--- config.mk ---
export PLATFORM = sky130hd
export DESIGN_NAME = qe_counter
export DESIGN_NICKNAME = d
export VERILOG_FILES = /design/src/rtl/qe_pkg.sv /design/src/rtl/qe_sync.sv /design/src/rtl/qe_counter.sv
export SDC_FILE = /design/constraint.sdc
export NUM_CORES = 1
export LEC_CHECK = 0
export CAP_MARGIN = 20
export CELL_PAD_IN_SITES_DETAIL_PLACEMENT = 0
export CELL_PAD_IN_SITES_GLOBAL_PLACEMENT = 1
export CORE_MARGIN = 2
export CORE_UTILIZATION = 39
export DETAILED_ROUTE_END_ITERATION = 6
export GPL_TIMING_DRIVEN = 0
export HOLD_SLACK_MARGIN = 0.08
export PLACE_DENSITY_LB_ADDON = 0.2
export SLEW_MARGIN = 20
export SYNTH_ARGS = -nofsm -noshare
export SYNTH_HDL_FRONTEND = slang
export SYNTH_HIERARCHICAL = 1
export SYNTH_SLANG_ARGS = --single-unit
--- constraint.sdc ---
create_clock -name clk -period 4.1 [get_ports clk]
set_clock_uncertainty 0.05 [all_clocks]
set_input_delay 0.82 -clock clk [delete_from_list [all_inputs] [get_ports clk]]
set_output_delay 0.82 -clock clk [all_outputs]
set_load 0.02 [all_outputs]
--- src/rtl/qe_pkg.sv ---
// Shared types and helpers for the quadrature-encoder counter: decode modes,
// step classification and the forward Gray-sequence lookup.
package qe_pkg;

   localparam logic [1:0] QE_X1 = 2'd0;
   localparam logic [1:0] QE_X2 = 2'd1;
   localparam logic [1:0] QE_X4 = 2'd2;

   typedef enum logic [1:0] {
      STEP_NONE = 2'd0,
      STEP_UP   = 2'd1,
      STEP_DN   = 2'd2,
      STEP_ILL  = 2'd3
   } step_e;

   // Forward sequence on {i,q}: 00 -> 10 -> 11 -> 01 -> 00
   function automatic logic [1:0] qe_fwd_next(input logic [1:0] iq);
      logic [1:0] nxt;
      case (iq)
         2'b00:   nxt = 2'b10;
         2'b10:   nxt = 2'b11;
         2'b11:   nxt = 2'b01;
         default: nxt = 2'b00;
      endcase
      return nxt;
   endfunction

   function automatic step_e qe_classify(input logic [1:0] prev, input logic [1:0] cur);
      step_e s;
      if (prev == cur)
         s = STEP_NONE;
      else if ((prev ^ cur) == 2'b11)
         s = STEP_ILL;
      else if (qe_fwd_next(prev) == cur)
         s = STEP_UP;
      else
         s = STEP_DN;
      return s;
   endfunction

endpackage

--- src/rtl/qe_sync.sv ---
// Multi-flop synchroniser for one asynchronous encoder pin.
module qe_sync #(
   parameter int STAGES = 2
) (
   input  logic clk,
   input  logic rst,
   input  logic d,
   output logic s
);

   logic [STAGES-1:0] sync_q;
   logic [STAGES-1:0] sync_d;

   always_comb begin
      sync_d = {sync_q[STAGES-2:0], d};
   end

   always_ff @(posedge clk or posedge rst) begin
      if (rst) begin
         sync_q <= '0;
      end else begin
         sync_q <= sync_d;
      end
   end

   assign s = sync_q[STAGES-1];

endmodule

--- src/rtl/qe_counter.sv ---
// Quadrature-encoder position counter: pin synchronisation, x1/x2/x4 decode,
// wrapping position with carry/borrow, load, index capture and error flag.
module qe_counter
   import qe_pkg::*;
#(
   parameter int WIDTH       = 16,
   parameter int SYNC_STAGES = 2,
   parameter bit IDX_ZERO    = 1'b0
) (
   input  logic             clk,
   input  logic             rst,
   input  logic             i,
   input  logic             q,
   input  logic             idx,
   input  logic [1:0]       mode,
   input  logic             dir_inv,
   input  logic             load,
   input  logic [WIDTH-1:0] load_val,
   input  logic             err_clr,
   output logic [WIDTH-1:0] count,
   output logic             dir,
   output logic             c,
   output logic             b,
   output logic             err,
   output logic [WIDTH-1:0] idx_cap,
   output logic             idx_valid
);

   // Stay unprimed until the synchronisers and prev hold real pin data, so
   // pins already away from 00 at reset release never look like a transition.
   localparam int            PW         = $clog2(SYNC_STAGES + 2);
   localparam logic [PW-1:0] PRIME_LAST = PW'(SYNC_STAGES + 1);

   logic             i_s, q_s, idx_s;
   logic [1:0]       cur_iq;
   logic [1:0]       prev_q, prev_d;
   logic             idx_prev_q, idx_prev_d;
   logic [PW-1:0]    prime_cnt_q, prime_cnt_d;
   logic             primed;
   logic [WIDTH-1:0] count_q, count_d;
   logic [WIDTH-1:0] idx_cap_q, idx_cap_d;
   logic             dir_q, dir_d;
   logic             c_q, c_d;
   logic             b_q, b_d;
   logic             err_q, err_d;
   logic             idx_valid_q, idx_valid_d;
   logic             counted;
   logic             idx_rise;
   step_e            raw_step;
   step_e            step;

   qe_sync #(.STAGES(SYNC_STAGES)) u_sync_i   (.clk(clk), .rst(rst), .d(i),   .s(i_s));
   qe_sync #(.STAGES(SYNC_STAGES)) u_sync_q   (.clk(clk), .rst(rst), .d(q),   .s(q_s));
   qe_sync #(.STAGES(SYNC_STAGES)) u_sync_idx (.clk(clk), .rst(rst), .d(idx), .s(idx_s));

   assign cur_iq   = {i_s, q_s};
   assign primed   = (prime_cnt_q == PRIME_LAST);
   assign idx_rise = primed & idx_s & ~idx_prev_q;

   always_comb begin
      raw_step = qe_classify(prev_q, cur_iq);
      case (mode)
         QE_X1:   counted = ((prev_q == 2'b00) && (cur_iq == 2'b10)) ||
                            ((prev_q == 2'b10) && (cur_iq == 2'b00));
         QE_X2:   counted = prev_q[1] ^ cur_iq[1];
         default: counted = 1'b1;
      endcase
      step = STEP_NONE;
      if (primed) begin
         if (raw_step == STEP_ILL)
            step = STEP_ILL;
         else if ((raw_step != STEP_NONE) && counted)
            step = ((raw_step == STEP_UP) ^ dir_inv) ? STEP_UP : STEP_DN;
      end
   end

   always_comb begin
      prev_d      = cur_iq;
      idx_prev_d  = idx_s;
      prime_cnt_d = primed ? prime_cnt_q : prime_cnt_q + PW'(1);
      count_d     = count_q;
      idx_cap_d   = idx_cap_q;
      idx_valid_d = idx_valid_q;
      dir_d       = dir_q;
      c_d         = 1'b0;
      b_d         = 1'b0;
      err_d       = (err_q & ~err_clr) | (step == STEP_ILL);

      // Load wins over the index clear, which wins over the decoded step.
      if (load) begin
         count_d     = load_val;
         idx_valid_d = 1'b0;
      end else if (IDX_ZERO && idx_rise) begin
         count_d = '0;
      end else if (step == STEP_UP) begin
         count_d = count_q + WIDTH'(1);
         c_d     = (count_q == '1);
         dir_d   = 1'b1;
      end else if (step == STEP_DN) begin
         count_d = count_q - WIDTH'(1);
         b_d     = (count_q == '0);
         dir_d   = 1'b0;
      end

      if (idx_rise) begin
         idx_cap_d   = count_q;
         idx_valid_d = 1'b1;
      end
   end

   always_ff @(posedge clk or posedge rst) begin
      if (rst) begin
         prev_q      <= 2'b00;
         idx_prev_q  <= 1'b0;
         prime_cnt_q <= '0;
         count_q     <= '0;
         idx_cap_q   <= '0;
         idx_valid_q <= 1'b0;
         dir_q       <= 1'b0;
         c_q         <= 1'b0;
         b_q         <= 1'b0;
         err_q       <= 1'b0;
      end else begin
         prev_q      <= prev_d;
         idx_prev_q  <= idx_prev_d;
         prime_cnt_q <= prime_cnt_d;
         count_q     <= count_d;
         idx_cap_q   <= idx_cap_d;
         idx_valid_q <= idx_valid_d;
         dir_q       <= dir_d;
         c_q         <= c_d;
         b_q         <= b_d;
         err_q       <= err_d;
      end
   end

   assign count     = count_q;
   assign dir       = dir_q;
   assign c         = c_q;
   assign b         = b_q;
   assign err       = err_q;
   assign idx_cap   = idx_cap_q;
   assign idx_valid = idx_valid_q;

endmodule

==> flow_metrics.env, run 1 <==
export IMPL_io_buffers=62
export IMPL_r2r_end="count[13]"
export IMPL_ant_nets=0
export IMPL_clk_insertion_delay_late_ps=300
export IMPL_synthMostInstantiatedCell="dfrtp_1"
export IMPL_cts_hold_buffers=0
export IMPL_fmax_mhz=257
export IMPL_netlist_instances=262
export IMPL_clkTransAtPathRegs_ps=90
export IMPL_die_y_um=87.7
export IMPL_synth_area_mux_share_pct=8.88
export IMPL_clockRootBuffer="clkbuf_8"
export IMPL_cts_tree="done"
export IMPL_vdd_ir_drop_max_uv=303
export IMPL_ios=63
export IMPL_path_class="in -> reg"
export IMPL_place_congestion=0.830
export IMPL_hold_viol_final=0
export IMPL_area_delta_synth_final_pct=36.6
export IMPL_synth_nets=307
export IMPL_num_vias=2302
export IMPL_worstHoldPathType="reg -> reg"
export IMPL_grt_pass1_wl_mm=11.6
export IMPL_avgSynthCellArea_um2=10.4
export IMPL_grt_max_degree=26
export IMPL_grt_setup_unrepaired="true"
export IMPL_die_w_um=87.7
export IMPL_p_leak_nw=1.55
export IMPL_end_kind="register"
export IMPL_antenna_found_initial=0
export IMPL_drtIter0Drc=141
export IMPL_yosysTopAreaCellShare_pct=43.9
export IMPL_drv_slew=0
export IMPL_synth_fa_ha_area_share_pct=8.97
export IMPL_core_area_mm2=0.00679
export IMPL_arrival_ps=4030
export IMPL_max_cap_violations=0
export IMPL_dp_hpwl_mm=5.13
export IMPL_grt_use_total_pct=19.6
export IMPL_htreeDepth=2
export IMPL_cts_buffers=5
export IMPL_fin_ws_ps=209
export IMPL_cp_required_ps=4240
export IMPL_relSlewSlack_pct=61.1
export IMPL_ctsLongestPathBuffers=2
export IMPL_ys_async_sr_fraction_pct=100
export IMPL_wl_mm=7.07
export IMPL_fin_crit_sh_pct=94.9
export IMPL_avgRoutedWirePerCell_um=16.1
export IMPL_final_area_mm2=0.00373
export IMPL_r2r_start="u_sync_i/sync_q[1]"
export IMPL_ys_ff_latch=48
export IMPL_yosys_warnings=6
export IMPL_rows=30
export IMPL_power_density_mw_per_mm2=692
export IMPL_r2r_cells=15
export IMPL_dieArea_mm2=0.00770
export IMPL_grt_pass1_vias=2341
export IMPL_synth_top_area_cell="dfrtp_1"
export IMPL_synth_top_family_by_area="compound AO/OA/AOI/OAI gates"
export IMPL_outcome="finished, final reports clean"
export IMPL_viasPerCell=5.26
export IMPL_min_from="u_sync_i/sync_q[0]"
export IMPL_netlist_area_mm2=0.00273
export IMPL_yosys_top_cells_count="dfrtp_1, nand2_1, ha_1, mux2_2, o21ai_0"
export IMPL_synth_compound_area_share_pct=15.0
export IMPL_drc=0
export IMPL_holdPathStages=0
export IMPL_netlist_top_cells_area="dfrtp_1, ha_1, mux2_2"
export IMPL_fin_crit_ps=3890
export IMPL_synth_edff_count=0
export IMPL_synth_ff_type="dfrtp_1"
export IMPL_hold_end="u_sync_i/sync_q[1]"
export IMPL_setup_violations=0
export IMPL_antenna_cells=0
export IMPL_drive_above_1_share_pct=14.6
export IMPL_synth_simple_gate_area_share_pct=15.0
export IMPL_dpl_cell_area_mm2=0.00349
export IMPL_synth_cell_type_count=46
export IMPL_worstMarginPinSlew_ps=583
export IMPL_overflow=0
export IMPL_worst_path_max_fanout=6
export IMPL_first_pass_iters=4
export IMPL_synth_xor_area_share_pct=5.45
export IMPL_ff2ff_setup_slack_ps=480
export IMPL_layout_nets=386
export IMPL_ys_seq_area_share_pct=43.9
export IMPL_clkSinkCount=48
export IMPL_start_util_pct=40.2
export IMPL_pre_cts_ws_ps=-652
export IMPL_critPathLaunchType="input port"
[critical path, stage by stage]
cell and delay, ps:
clkdlybuf4s50_1 490, mux2i_1 80, o211ai_1 180, nand2_1 110, o21ai_2 190, ha_4 180, clkinvlp_4 170, ha_1 390
a21o_1 220, a21oi_2 170, a21oi_2 100, nor3_2 230, a31oi_1 140, or4_1 400, and3_1 180
[per-stage QoR]
step                      total power [W]  setup TNS (ps)  util (%)  hold WS, ps  cells
after floorplan                   0.00164               0         -          281    262
final                             0.00259               0      55.0          308    438
after global routing              0.00277           -56.0      55.0          314    438
after global placement            0.00214           -4370      51.1          284    420
after detailed placement          0.00215           -4700      51.4          288    421
after CTS                         0.00255               0      54.2          309    435
[repair_timing]
action                     in CTS  in global routing
setup buffers                   6                  3
setup endpoints to repair       8                  6
pin swaps                       1                  2
resized for setup               3                  6
[cell families (layout without fill, tap and decap cells)]
| family | after synthesis | after routing |
|---|---|---|
| flops | 48 | 48 |
| compound gates | 63 | 63 |
| xor+xnor | 17 | 17 |
| fa+ha+maj | 19 | 19 |
| buf+inv | 20 | 100 |
| simple gates | 73 | 73 |
| mux | 22 | 22 |
[metal layers]
metal	vias up	routed length, um	GRT usage [%]
li1	1125	-	-
met1	1107	3330	26.9
met2	60	3350	32.0
met3	10	295	3.49
met4	0	103	5.17
met5	-	0	0
[worst max path at each step]
stage,start,to,slack (ps),cells past startpoint
after CTS,mode[1],count[13],90,15
after global placement,mode[1],count[13],-630,15
after floorplan,mode[1],count[13],400,14
after global routing,mode[1],count[13],-60,15
final,mode[1],count[13],210,15
after detailed placement,mode[1],count[13],-650,15
[state kept, by name, summed over array words and instances (netlist names)]
signal,cells
c,1
u_sync_i/sync_q,2
idx_cap,16
idx_prev_q,1
prime_cnt_q,2
b,1
u_sync_idx/sync_q,2
count,16
err,1
idx_valid,1
dir,1
u_sync_q/sync_q,2
prev_q,2
[power breakdown]
group	leakage (nW)	total, W	internal, W	switching, W
Sequential	0.564	0.000781	0.000610	0.000171
Combinational	0.920	0.00144	0.000697	0.000745
Clock	0.0614	0.000363	0.000200	0.000164
Total	1.55	0.00259	0.00151	0.00108
[final cells by class]
cell class,count,area [um2]
plain buffers,8,30.0
flip-flops and latches,48,1200
multi-input cells,194,1490
clock inverters,2,38.8
fillers,611,3060
clock buffers,6,82.6
repair buffers,72,721
well taps,96,120
inverters,12,48.8
[cell usage in the layout, fill, tap and decap left out, types with 2 or more instances in the layout]
| cell | n |
|---|---|
| a211oi_1 | 2 |
| a21o_1 | 3 |
| a21oi_1 | 10 |
| a21oi_2 | 4 |
| a221o_1 | 2 |
| a31oi_1 | 2 |
| and3_1 | 5 |
| buf_12 | 2 |
| buf_4 | 8 |
| clkbuf_1 | 8 |
| clkbuf_8 | 6 |
| clkdlybuf4s50_1 | 62 |
| dfrtp_1 | 48 |
| ha_1 | 17 |
| inv_1 | 9 |
| mux2_2 | 18 |
| mux2i_1 | 4 |
| nand2_1 | 19 |
| nand2b_1 | 2 |
| nand3_1 | 4 |
| nand3b_1 | 3 |
| nand4_1 | 8 |
| nor2_1 | 10 |
| nor3_1 | 2 |
| nor4_1 | 8 |
| o211ai_1 | 4 |
| o21a_1 | 7 |
| o21ai_0 | 16 |
| o21ai_1 | 2 |
| o21ai_2 | 2 |
| or3_1 | 3 |
| or4_1 | 2 |
| xnor2_1 | 9 |
| xor2_1 | 8 |
Power figures use the tool's default switching activity.
==> inputs of run 2 (changes only) <==
==> constraint.sdc (replaced) <==
create_clock -name clk -period 4 [get_ports clk]
set_clock_uncertainty 0.05 [all_clocks]
set_input_delay 0.8 -clock clk [delete_from_list [all_inputs] [get_ports clk]]
set_output_delay 0.8 -clock clk [all_outputs]
set_load 0.02 [all_outputs]
==> run 2 against run 1 <==
- largest cell class unchanged
- global-route usage stayed put
- count of clock-buffer cells in the layout did not move
- via count grew 1.6%
- hold slack unchanged
- combinational power grew 8%
- wire length rose by 3.0%
- sequential share of layout area down 0.83 points
- setup slack got worse by 22 ps
- power increased by 5.7%
==> flow_metrics.env, run 2 (same netlist as run 1, synthesis figures left out) <==
export IMPL_outcome="finished, final reports clean"
export IMPL_drive_above_1_share_pct=17.5
export IMPL_max_cap_violations=0
export IMPL_wl_mm=7.28
export IMPL_fillers=604
export IMPL_htreeDepth=2
export IMPL_fmax_mhz=262
export IMPL_grt_use_total_pct=19.6
export IMPL_r2r_end="count[15]"
export IMPL_final_core_util_pct=56.4
export IMPL_p_leak_nw=1.59
export IMPL_startpoint="mode[0]"
export IMPL_fin_crit_sh_pct=95.3
export IMPL_layout_commonest_cell="clkdlybuf4s50_1"
export IMPL_avgRoutedWirePerCell_um=16.4
export IMPL_worstMarginPinSlew_ps=588
export IMPL_r2r_cells=16
export IMPL_hold_viol_final=0
export IMPL_ff2ff_setup_slack_ps=280
export IMPL_dp_hpwl_mm=5.13
export IMPL_antenna_cells=0
export IMPL_arrival_ps=4000
export IMPL_vdd_ir_drop_max_uv=308
export IMPL_cts_tree="done"
export IMPL_r2r_start="u_sync_i/sync_q[1]"
export IMPL_rows=30
export IMPL_grt_pass1_vias=2341
export IMPL_first_pass_iters=4
export IMPL_antenna_found_initial=0
export IMPL_end_kind="register"
export IMPL_fin_ws_ps=186
export IMPL_clkSinkCount=48
export IMPL_ctsLongestPathBuffers=2
export IMPL_ant_nets=0
export IMPL_pre_cts_ws_ps=-732
export IMPL_fin_crit_ps=3810
export IMPL_grt_max_degree=26
export IMPL_power_density_mw_per_mm2=713
export IMPL_holdPathStages=0
export IMPL_instances_no_fill=444
export IMPL_drc=0
export IMPL_die_w_um=87.7
export IMPL_fin_tns_setup_ps=0
export IMPL_ios=63
export IMPL_regArea_mm2=0.00120
export IMPL_path_class="in -> reg"
export IMPL_clkTransAtPathRegs_ps=90
export IMPL_die_y_um=87.7
export IMPL_num_vias=2338
export IMPL_layout_nets=392
export IMPL_clockRootBuffer="clkbuf_8"
export IMPL_relSlewSlack_pct=60.8
export IMPL_place_congestion=0.830
export IMPL_start_util_pct=40.2
export IMPL_critPathLaunchType="input port"
export IMPL_viasPerCell=5.27
export IMPL_setup_violations=0
export IMPL_overflow=0
export IMPL_core_area_mm2=0.00679
export IMPL_dp_cells=421
export IMPL_cp_endpoint="count[15]"
export IMPL_final_cell_mix="clkdlybuf4s50_1, dfrtp_1, nand2_1, mux2_2, o21ai_0"
export IMPL_clk_insertion_delay_late_ps=300
export IMPL_dieArea_mm2=0.00770
export IMPL_cts_buffers=5
export IMPL_io_buffers=62
export IMPL_drv_slew=0
export IMPL_area_delta_synth_final_pct=40.2
export IMPL_worst_path_max_fanout=10
export IMPL_worstHoldPathType="reg -> reg"
export IMPL_multi_input_area_mm2=0.00154
export IMPL_cp_required_ps=4190
export IMPL_drtIter0Drc=114
export IMPL_grt_pass1_wl_mm=11.6
## run 2: cell types whose count changed in the layout (fill, tap and decap cells not counted), sizes merged
cell           before  now
dlymetal6s2s        0    1
clkdlybuf4s50      62   61
buf                10   16
## run 2: critical path: stages
cell,delay [ps]
clkdlybuf4s50_1,460
o21ai_1,50
o211ai_1,100
nand2_1,110
o21ai_2,220
ha_4,180
clkinvlp_4,180
buf_12,200
buf_4,140
ha_1,330
a21oi_4,200
nand2b_1,110
nor4_4,300
o21ai_1,120
or4_1,400
nand3_1,90
## run 2: worst min-delay path by stage
stage / startpoint / to / slack [ps]
2_1_floorplan: u_sync_i/sync_q[0] / u_sync_i/sync_q[1] / 280
3_3_place_gp: u_sync_q/sync_q[0] / u_sync_q/sync_q[1] / 280
3_5_place_dp: u_sync_i/sync_q[0] / u_sync_i/sync_q[1] / 290
4_1_cts: u_sync_i/sync_q[0] / u_sync_i/sync_q[1] / 310
5_1_grt: u_sync_i/sync_q[0] / u_sync_i/sync_q[1] / 310
6_report: u_sync_i/sync_q[0] / u_sync_i/sync_q[1] / 310
## run 2: per-layer routing
metal  vias to the layer above  share of wire (%)  track usage, %
li1                       1137                  -               -
met1                      1128                 47            26.9
met2                        63                 47            32.0
met3                        10                4.3            3.49
met4                         0                1.4            5.17
met5                         -                  0               0
## run 2: stage by stage
| step | cell area [um2] | power [W] | hold WS (ps) |
|---|---|---|---|
| after CTS | 3680 | 0.00262 | 309 |
| after floorplan | 2730 | 0.00168 | 281 |
| after global routing | 3830 | 0.00293 | 314 |
| after global placement | 3470 | 0.00219 | 284 |
| after detailed placement | 3490 | 0.00221 | 288 |
| final | 3830 | 0.00273 | 308 |
## run 2: final cells by class
| cell class | instances | share of cell area, % |
|---|---|---|
| clock buffer | 6 | 2.15 |
| timing repair buffer | 78 | 20.2 |
| buffer | 8 | 0.783 |
| sequential | 48 | 31.3 |
| tap | 96 | 3.13 |
| inverter | 12 | 1.27 |
| multi-input combinational | 194 | 40.1 |
| clock inverter | 2 | 1.01 |
## run 2: report_power, final
group          total (W)  internal, W  switching, W
registers       0.000809     0.000625      0.000184
clock network   0.000372     0.000205      0.000167
logic            0.00155     0.000770      0.000782
## run 2: what timing repair did
action	CTS	global route
hold endpoints to repair	0	0
hold buffers	0	0
setup buffers	6	9
resized for setup	3	15
pin swaps	1	11
setup endpoints to repair	10	7
